File: src/rtl/pulse_stretcher_pkg.sv
// Shared definitions for the pulse stretcher: FSM state encodings and a
// width helper used to size the window counter and the pending queue count.
package pulse_stretcher_pkg;

    typedef enum logic [1:0] {
        ST_IDLE = 2'd0,
        ST_HOLD = 2'd1,
        ST_GAP  = 2'd2
    } state_t;

    // Bits needed to encode values 0..max_value-1, never less than one bit.
    function automatic int width_for(input int max_value);
        return (max_value <= 1) ? 1 : $clog2(max_value);
    endfunction

endpackage

File: src/rtl/pulse_stretcher_if.sv
// Event/level bundle between a pulse source and the pulse stretcher.
// The master side drives event strobes; the slave side returns the
// stretched level plus status.
interface pulse_stretcher_if #(
    parameter int PEND_MAX = 3
);
    localparam int PEND_W = pulse_stretcher_pkg::width_for(PEND_MAX + 1);

    logic              pulse_in;
    logic              level_out;
    logic              busy;
    logic [PEND_W-1:0] pending;
    logic              drop;

    modport master (
        output pulse_in,
        input  level_out,
        input  busy,
        input  pending,
        input  drop
    );

    modport slave (
        input  pulse_in,
        output level_out,
        output busy,
        output pending,
        output drop
    );
endinterface

File: src/rtl/pulse_stretcher_sat_counter.sv
// Saturating up/down counter. Simultaneous inc and dec cancel out; an
// increment attempted at MAX leaves the count alone and raises a one-cycle
// overflow strobe. Decrement at zero is ignored.
module sat_counter #(
    parameter int MAX   = 3,
    parameter int WIDTH = 2
) (
    input  logic             clk,
    input  logic             rst,
    input  logic             inc,
    input  logic             dec,
    output logic [WIDTH-1:0] count,
    output logic             overflow
);

    localparam logic [WIDTH-1:0] MAX_VAL = WIDTH'(MAX);

    // Count update with saturation at both ends and a registered overflow flag.
    always_ff @(posedge clk) begin
        if (rst) begin
            count    <= '0;
            overflow <= 1'b0;
        end else begin
            overflow <= 1'b0;
            if (inc && !dec) begin
                if (count == MAX_VAL) begin
                    overflow <= 1'b1;
                end else begin
                    count <= count + WIDTH'(1);
                end
            end else if (dec && !inc) begin
                if (count != '0) begin
                    count <= count - WIDTH'(1);
                end
            end
        end
    end

endmodule

File: src/rtl/pulse_stretcher.sv
// Turns single-cycle event strobes into fixed-width high windows, each
// followed by a forced low gap. Events arriving while a window or gap is
// running are queued so every event still gets its own window.
module pulse_stretcher
    import pulse_stretcher_pkg::*;
#(
    parameter int HOLD_CYCLES = 4,
    parameter int GAP_CYCLES  = 2,
    parameter int PEND_MAX    = 3
) (
    input  logic              clk,
    input  logic              rst,
    pulse_stretcher_if.slave  bus
);

    localparam int CNT_MAX = (HOLD_CYCLES > GAP_CYCLES) ? HOLD_CYCLES : GAP_CYCLES;
    localparam int CNT_W   = width_for(CNT_MAX);
    localparam int PEND_W  = width_for(PEND_MAX + 1);

    localparam logic [CNT_W-1:0] HOLD_LOAD = CNT_W'(HOLD_CYCLES - 1);
    localparam logic [CNT_W-1:0] GAP_LOAD  = CNT_W'(GAP_CYCLES - 1);

    state_t            state;
    logic [CNT_W-1:0]  counter;
    logic              level_q;
    logic              busy_q;
    logic [PEND_W-1:0] pending_q;
    logic              drop_q;

    logic cnt_zero;
    logic have_pending;
    logic gap_end;
    logic pend_inc;
    logic pend_dec;

    // Queue bookkeeping: events seen mid-window or mid-gap are queued, and a
    // queued event is consumed when the gap ends into a new window.
    always_comb begin
        cnt_zero     = (counter == '0);
        have_pending = (pending_q != '0);
        gap_end      = (state == ST_GAP) && cnt_zero;
        pend_inc     = bus.pulse_in &&
                       ((state == ST_HOLD) || ((state == ST_GAP) && !cnt_zero));
        pend_dec     = gap_end && have_pending;
    end

    sat_counter #(
        .MAX   (PEND_MAX),
        .WIDTH (PEND_W)
    ) u_pending (
        .clk      (clk),
        .rst      (rst),
        .inc      (pend_inc),
        .dec      (pend_dec),
        .count    (pending_q),
        .overflow (drop_q)
    );

    // Window FSM sharing one down-counter between the high window and the gap.
    always_ff @(posedge clk) begin
        if (rst) begin
            state   <= ST_IDLE;
            counter <= '0;
            level_q <= 1'b0;
            busy_q  <= 1'b0;
        end else begin
            case (state)
                ST_IDLE: begin
                    if (bus.pulse_in) begin
                        state   <= ST_HOLD;
                        counter <= HOLD_LOAD;
                        level_q <= 1'b1;
                        busy_q  <= 1'b1;
                    end
                end
                ST_HOLD: begin
                    if (!cnt_zero) begin
                        counter <= counter - CNT_W'(1);
                    end else begin
                        state   <= ST_GAP;
                        counter <= GAP_LOAD;
                        level_q <= 1'b0;
                    end
                end
                ST_GAP: begin
                    if (!cnt_zero) begin
                        counter <= counter - CNT_W'(1);
                    end else if (have_pending || bus.pulse_in) begin
                        state   <= ST_HOLD;
                        counter <= HOLD_LOAD;
                        level_q <= 1'b1;
                    end else begin
                        state   <= ST_IDLE;
                        counter <= '0;
                        busy_q  <= 1'b0;
                    end
                end
                default: begin
                    state   <= ST_IDLE;
                    counter <= '0;
                    level_q <= 1'b0;
                    busy_q  <= 1'b0;
                end
            endcase
        end
    end

    assign bus.level_out = level_q;
    assign bus.busy      = busy_q;
    assign bus.pending   = pending_q;
    assign bus.drop      = drop_q;

endmodule

File: src/flat_wrapper.sv
// flat-port wrapper written by rule: the top's interface ports become plain ports
module pulse_stretcher_flat import pulse_stretcher_pkg::*;
#(
    parameter int HOLD_CYCLES = 4,
    parameter int GAP_CYCLES  = 2,
    parameter int PEND_MAX    = 3
)
  (clk, rst, bus_pulse_in, bus_level_out, bus_busy, bus_pending, bus_drop);
  pulse_stretcher_if #(.PEND_MAX(PEND_MAX)) bus_i ();
  input  logic clk;
  input  logic rst;
  input wire logic [$bits(bus_i.pulse_in)-1:0] bus_pulse_in;
  output wire logic [$bits(bus_i.level_out)-1:0] bus_level_out;
  output wire logic [$bits(bus_i.busy)-1:0] bus_busy;
  output wire logic [$bits(bus_i.pending)-1:0] bus_pending;
  output wire logic [$bits(bus_i.drop)-1:0] bus_drop;
  assign bus_i.pulse_in = bus_pulse_in;
  assign bus_level_out = bus_i.level_out;
  assign bus_busy = bus_i.busy;
  assign bus_pending = bus_i.pending;
  assign bus_drop = bus_i.drop;
  pulse_stretcher #(.HOLD_CYCLES(HOLD_CYCLES), .GAP_CYCLES(GAP_CYCLES), .PEND_MAX(PEND_MAX)) u_core (.clk(clk), .rst(rst), .bus(bus_i));
endmodule
File: config.mk
export PLATFORM = sky130hd
export DESIGN_NAME = pulse_stretcher_flat
export DESIGN_NICKNAME = d
export VERILOG_FILES = /design/src/rtl/pulse_stretcher_pkg.sv /design/src/rtl/pulse_stretcher_if.sv /design/src/rtl/pulse_stretcher_sat_counter.sv /design/src/rtl/pulse_stretcher.sv /design/src/flat_wrapper.sv
export SDC_FILE = /design/constraint.sdc
export NUM_CORES = 1
export LEC_CHECK = 0
export BUFFER_PORTS_ARGS = -buffer_cell sky130_fd_sc_hd__buf_2
export CORE_AREA = 2 2 39 41
export CTS_CLUSTER_SIZE = 40
export DETAILED_ROUTE_END_ITERATION = 7
export DIE_AREA = 0 0 41 43
export GPL_TIMING_DRIVEN = 0
export PLACE_DENSITY = 0.53
export SYNTH_ARGS = -nofsm -noshare
export SYNTH_HDL_FRONTEND = slang
export SYNTH_SLANG_ARGS = --single-unit
export TNS_END_PERCENT = 30
File: constraint.sdc
create_clock -name clk -period 2.7 [get_ports clk]
set_clock_uncertainty 0.2 [all_clocks]
set_input_delay 0.27 -clock clk [delete_from_list [all_inputs] [get_ports clk]]
set_output_delay 0.27 -clock clk [all_outputs]
set_load 0.01 [all_outputs]
==> flow_summary.json <==
{
  "path_max_fanout": 8,
  "finalWorstSetupSlack_ns": 0.641,
  "worstPathArrival_ns": 2.07,
  "drt-pass1-iter-count": 4,
  "ys_ff_latch": 9,
  "synth_top_flop_cell": "dfxtp_1",
  "post_synth_xor_area_fraction_pct": 0,
  "via_count_of_the_first_global_routing_pass": 420,
  "largest_net_degree_at_the_start_of_global_routing": 11,
  "fin_crit_ns": 2.06,
  "tritoncts": "done",
  "syn_area_um2": 504,
  "synth_compound_gate_area_share_pct": 28.0,
  "maxCapViolCount": 0,
  "yosys.area.top_type_share_pct": 35.7,
  "hold-path-endpoint": "u_core.counter[0]",
  "totalWireLength_um": 1070,
  "dpl.hpwl_um": 752,
  "core_footprint_mm2": 0.00138,
  "ys_warn_count": 0,
  "route.antenna.remaining_nets": 0,
  "post_synth_inst_count": 57,
  "cts_hold_buf": 0,
  "outcome": "finished clean",
  "yosys.area_share.adder_pct": 2.48,
  "maximum_buffer_depth_of_the_clock_tree": 2,
  "ys_seq_area_share_pct": 35.7,
  "gp_routability_congestion": 0.761,
  "num_antenna_cells": 0,
  "floorplan.initialDensity_pct": 36.4,
  "final-hold-violation-count": 0,
  "clock_latency_ns": 0.27,
  "drive_gt1_share_pct": 25.4,
  "simple_gate_area_share_of_the_yosys_netlist_pct": 23.1,
  "total_power_density_per_cell_area_mw_per_mm2": 604,
  "startpoint_class_of_the_critical_path": "flop",
  "remaining_drc_errors": 0,
  "antenna_found_initial": 0,
  "die_area_mm2": 0.00176,
  "cts.repair_timing.setup_buffer_count": 0,
  "postSynthAreaPerCell_um2": 8.85,
  "r2r-start": "u_core.counter[0]",
  "reg2reg_slack_ns": 0.64,
  "combinational_family_with_the_most_area_after_synthesis": "compound AO/OA/AOI/OAI gates",
  "timing.critical_path.to_type": "flop",
  "final_cell_mix": "dfxtp_1, buf_2, a21oi_1",
  "grt.total_usage_pct": 15.7,
  "die_wd_um": 41,
  "cts_sinks": 9,
  "totalPowerFinal_w": 0.000351,
  "tns_ns": 0,
  "timing.critical_path.required_ns": 2.71,
  "port_buffers": 6,
  "fmaxAchievable_mhz": 486,
  "grt_pass1_wl_um": 1830,
  "design.final.nets": 72,
  "pre_cts_ws_ns": 0.652,
  "yosys-mux-area-fraction_pct": 1.99,
  "layout.cells.most_common": "dfxtp_1",
  "worstHoldPathType": "primary input to flop",
  "postPlaceCellArea_um2": 554,
  "cts_repair_resize_count": 0,
  "power_leakage_nw": 0.234,
  "setup_repair_after_global_routing_missed_its_margin": "no",
  "post-route-period-util_pct": 76.2,
  "area_growth_syn_to_fin_pct": 15.1,
  "hold-path-cell-count": 2,
  "synth_top_area_cell": "dfxtp_1",
  "tightestPinTransition_ns": 0.447,
  "route.detailed.wl_per_inst_um": 12.9,
  "overflow_left_after_global_routing": 0,
  "ir_drop_v": 0.000301,
  "r2r.worst_path.cells": 7,
  "synth_edf_count": 0,
  "cts_inserted_buffers": 3,
  "clkTransAtPathRegs_ns": 0.06,
  "postSynth.asyncResetShare_pct": 0,
  "placement_rows": 14,
  "finalMaxSlewViolations": 0,
  "synthDistinctLibCells": 32,
  "clock_tree.htree_level_count": 1,
  "report.final.setup_viol": 0,
  "slew_headroom_pct": 69.9,
  "clock_tree.root_cell": "clkbuf_4",
  "num_vias": 466,
  "setup.worst_path.class": "flop to flop",
  "synth.net_count": 61,
  "timing.rr.end": "u_core.u_pending.count[1]",
  "die_h_um": 43,
  "hold_start": "rst",
  "vias_per_cell": 5.61,
  "ioPinCount": 8,
  "post_synth_main_area_contributors": "dfxtp_1, a21oi_1, o21ai_0, a2111oi_2, o21a_1",
  "drt_iter0_drc": 6,
  "final_area_um2": 581
}
==> routing by layer <==
metal  GRT usage, %  vias up  share of wire (%)
li1               -      232                  -
met1           20.9      214                 46
met2           21.3       15                 46
met3           3.14        5                5.2
met4           12.0        0                3.4
met5              0        -                  0
==> synth_stat cells, types with 2 or more instances <==
master and count:
nor2_1 3, o21ai_0 3, o31ai_1 2, o21a_1 2
nor3_1 2, a21oi_1 5, nor2b_1 2, nor4_1 2
inv_1 3, dfxtp_1 9, nand2_1 3
==> worst max-delay path: stages (launching register included) <==
cell	delay [ns]
dfxtp_1	0.39
o21ai_0	0.42
nor2_1	0.08
o21a_1	0.20
ha_1	0.33
nor2b_1	0.15
o21ai_0	0.09
a21oi_1	0.14
==> flip-flops by register name, summed over array words and instances (netlist names) <==
name / cells
u_core.bus.busy: 1
u_core.bus.level_out: 1
u_core.counter: 2
u_core.state: 2
u_core.u_pending.count: 2
u_core.u_pending.overflow: 1
==> through the flow <==
stage,std cells,util [%],hold slack (ns)
floorplan,57,-,0.225
global placement,79,40.1,0.287
detailed placement,79,40.1,0.289
CTS,83,42.0,0.0242
global route,83,42.0,0.0323
finish,83,42.0,0.0239
==> cell type report <==
| type | count | area [µm²] |
|---|---|---|
| well taps | 16 | 20.0 |
| fillers | 145 | 803 |
| multi-input cells | 42 | 280 |
| clock buffers | 4 | 26.3 |
| inverters | 3 | 11.3 |
| flip-flops and latches | 9 | 180 |
| plain buffers | 3 | 32.5 |
| repair buffers | 6 | 30.0 |
==> power breakdown <==
part / leakage [nW] / internal (W) / switching (W)
Clock: 0.0150 / 0.0000574 / 0.0000540
Combinational: 0.145 / 0.0000384 / 0.0000402
Sequential: 0.0741 / 0.000146 / 0.0000151
==> worst max-delay path by stage <==
stage | from | to | slack, ns | cells after the start
after floorplan | u_core.counter[0] | u_core.u_pending.count[1] | 0.87 | 7
after global placement | u_core.counter[0] | u_core.u_pending.count[1] | 0.66 | 7
after detailed placement | u_core.counter[0] | u_core.u_pending.count[1] | 0.65 | 7
after CTS | u_core.counter[0] | u_core.u_pending.count[1] | 0.63 | 7
after global routing | u_core.counter[0] | u_core.u_pending.count[1] | 0.48 | 7
final | u_core.counter[0] | u_core.u_pending.count[1] | 0.64 | 7
==> cell families after synthesis <==
logic type               count (synthesis)
AO/OA/AOI/OAI                           20
AND/OR/NAND/NOR                         20
flip-flops                               9
buffers and inverters                    6
multiplexers                             1
adder cells (fa/ha/maj)                  1
(Power assumes the default switching activity.)
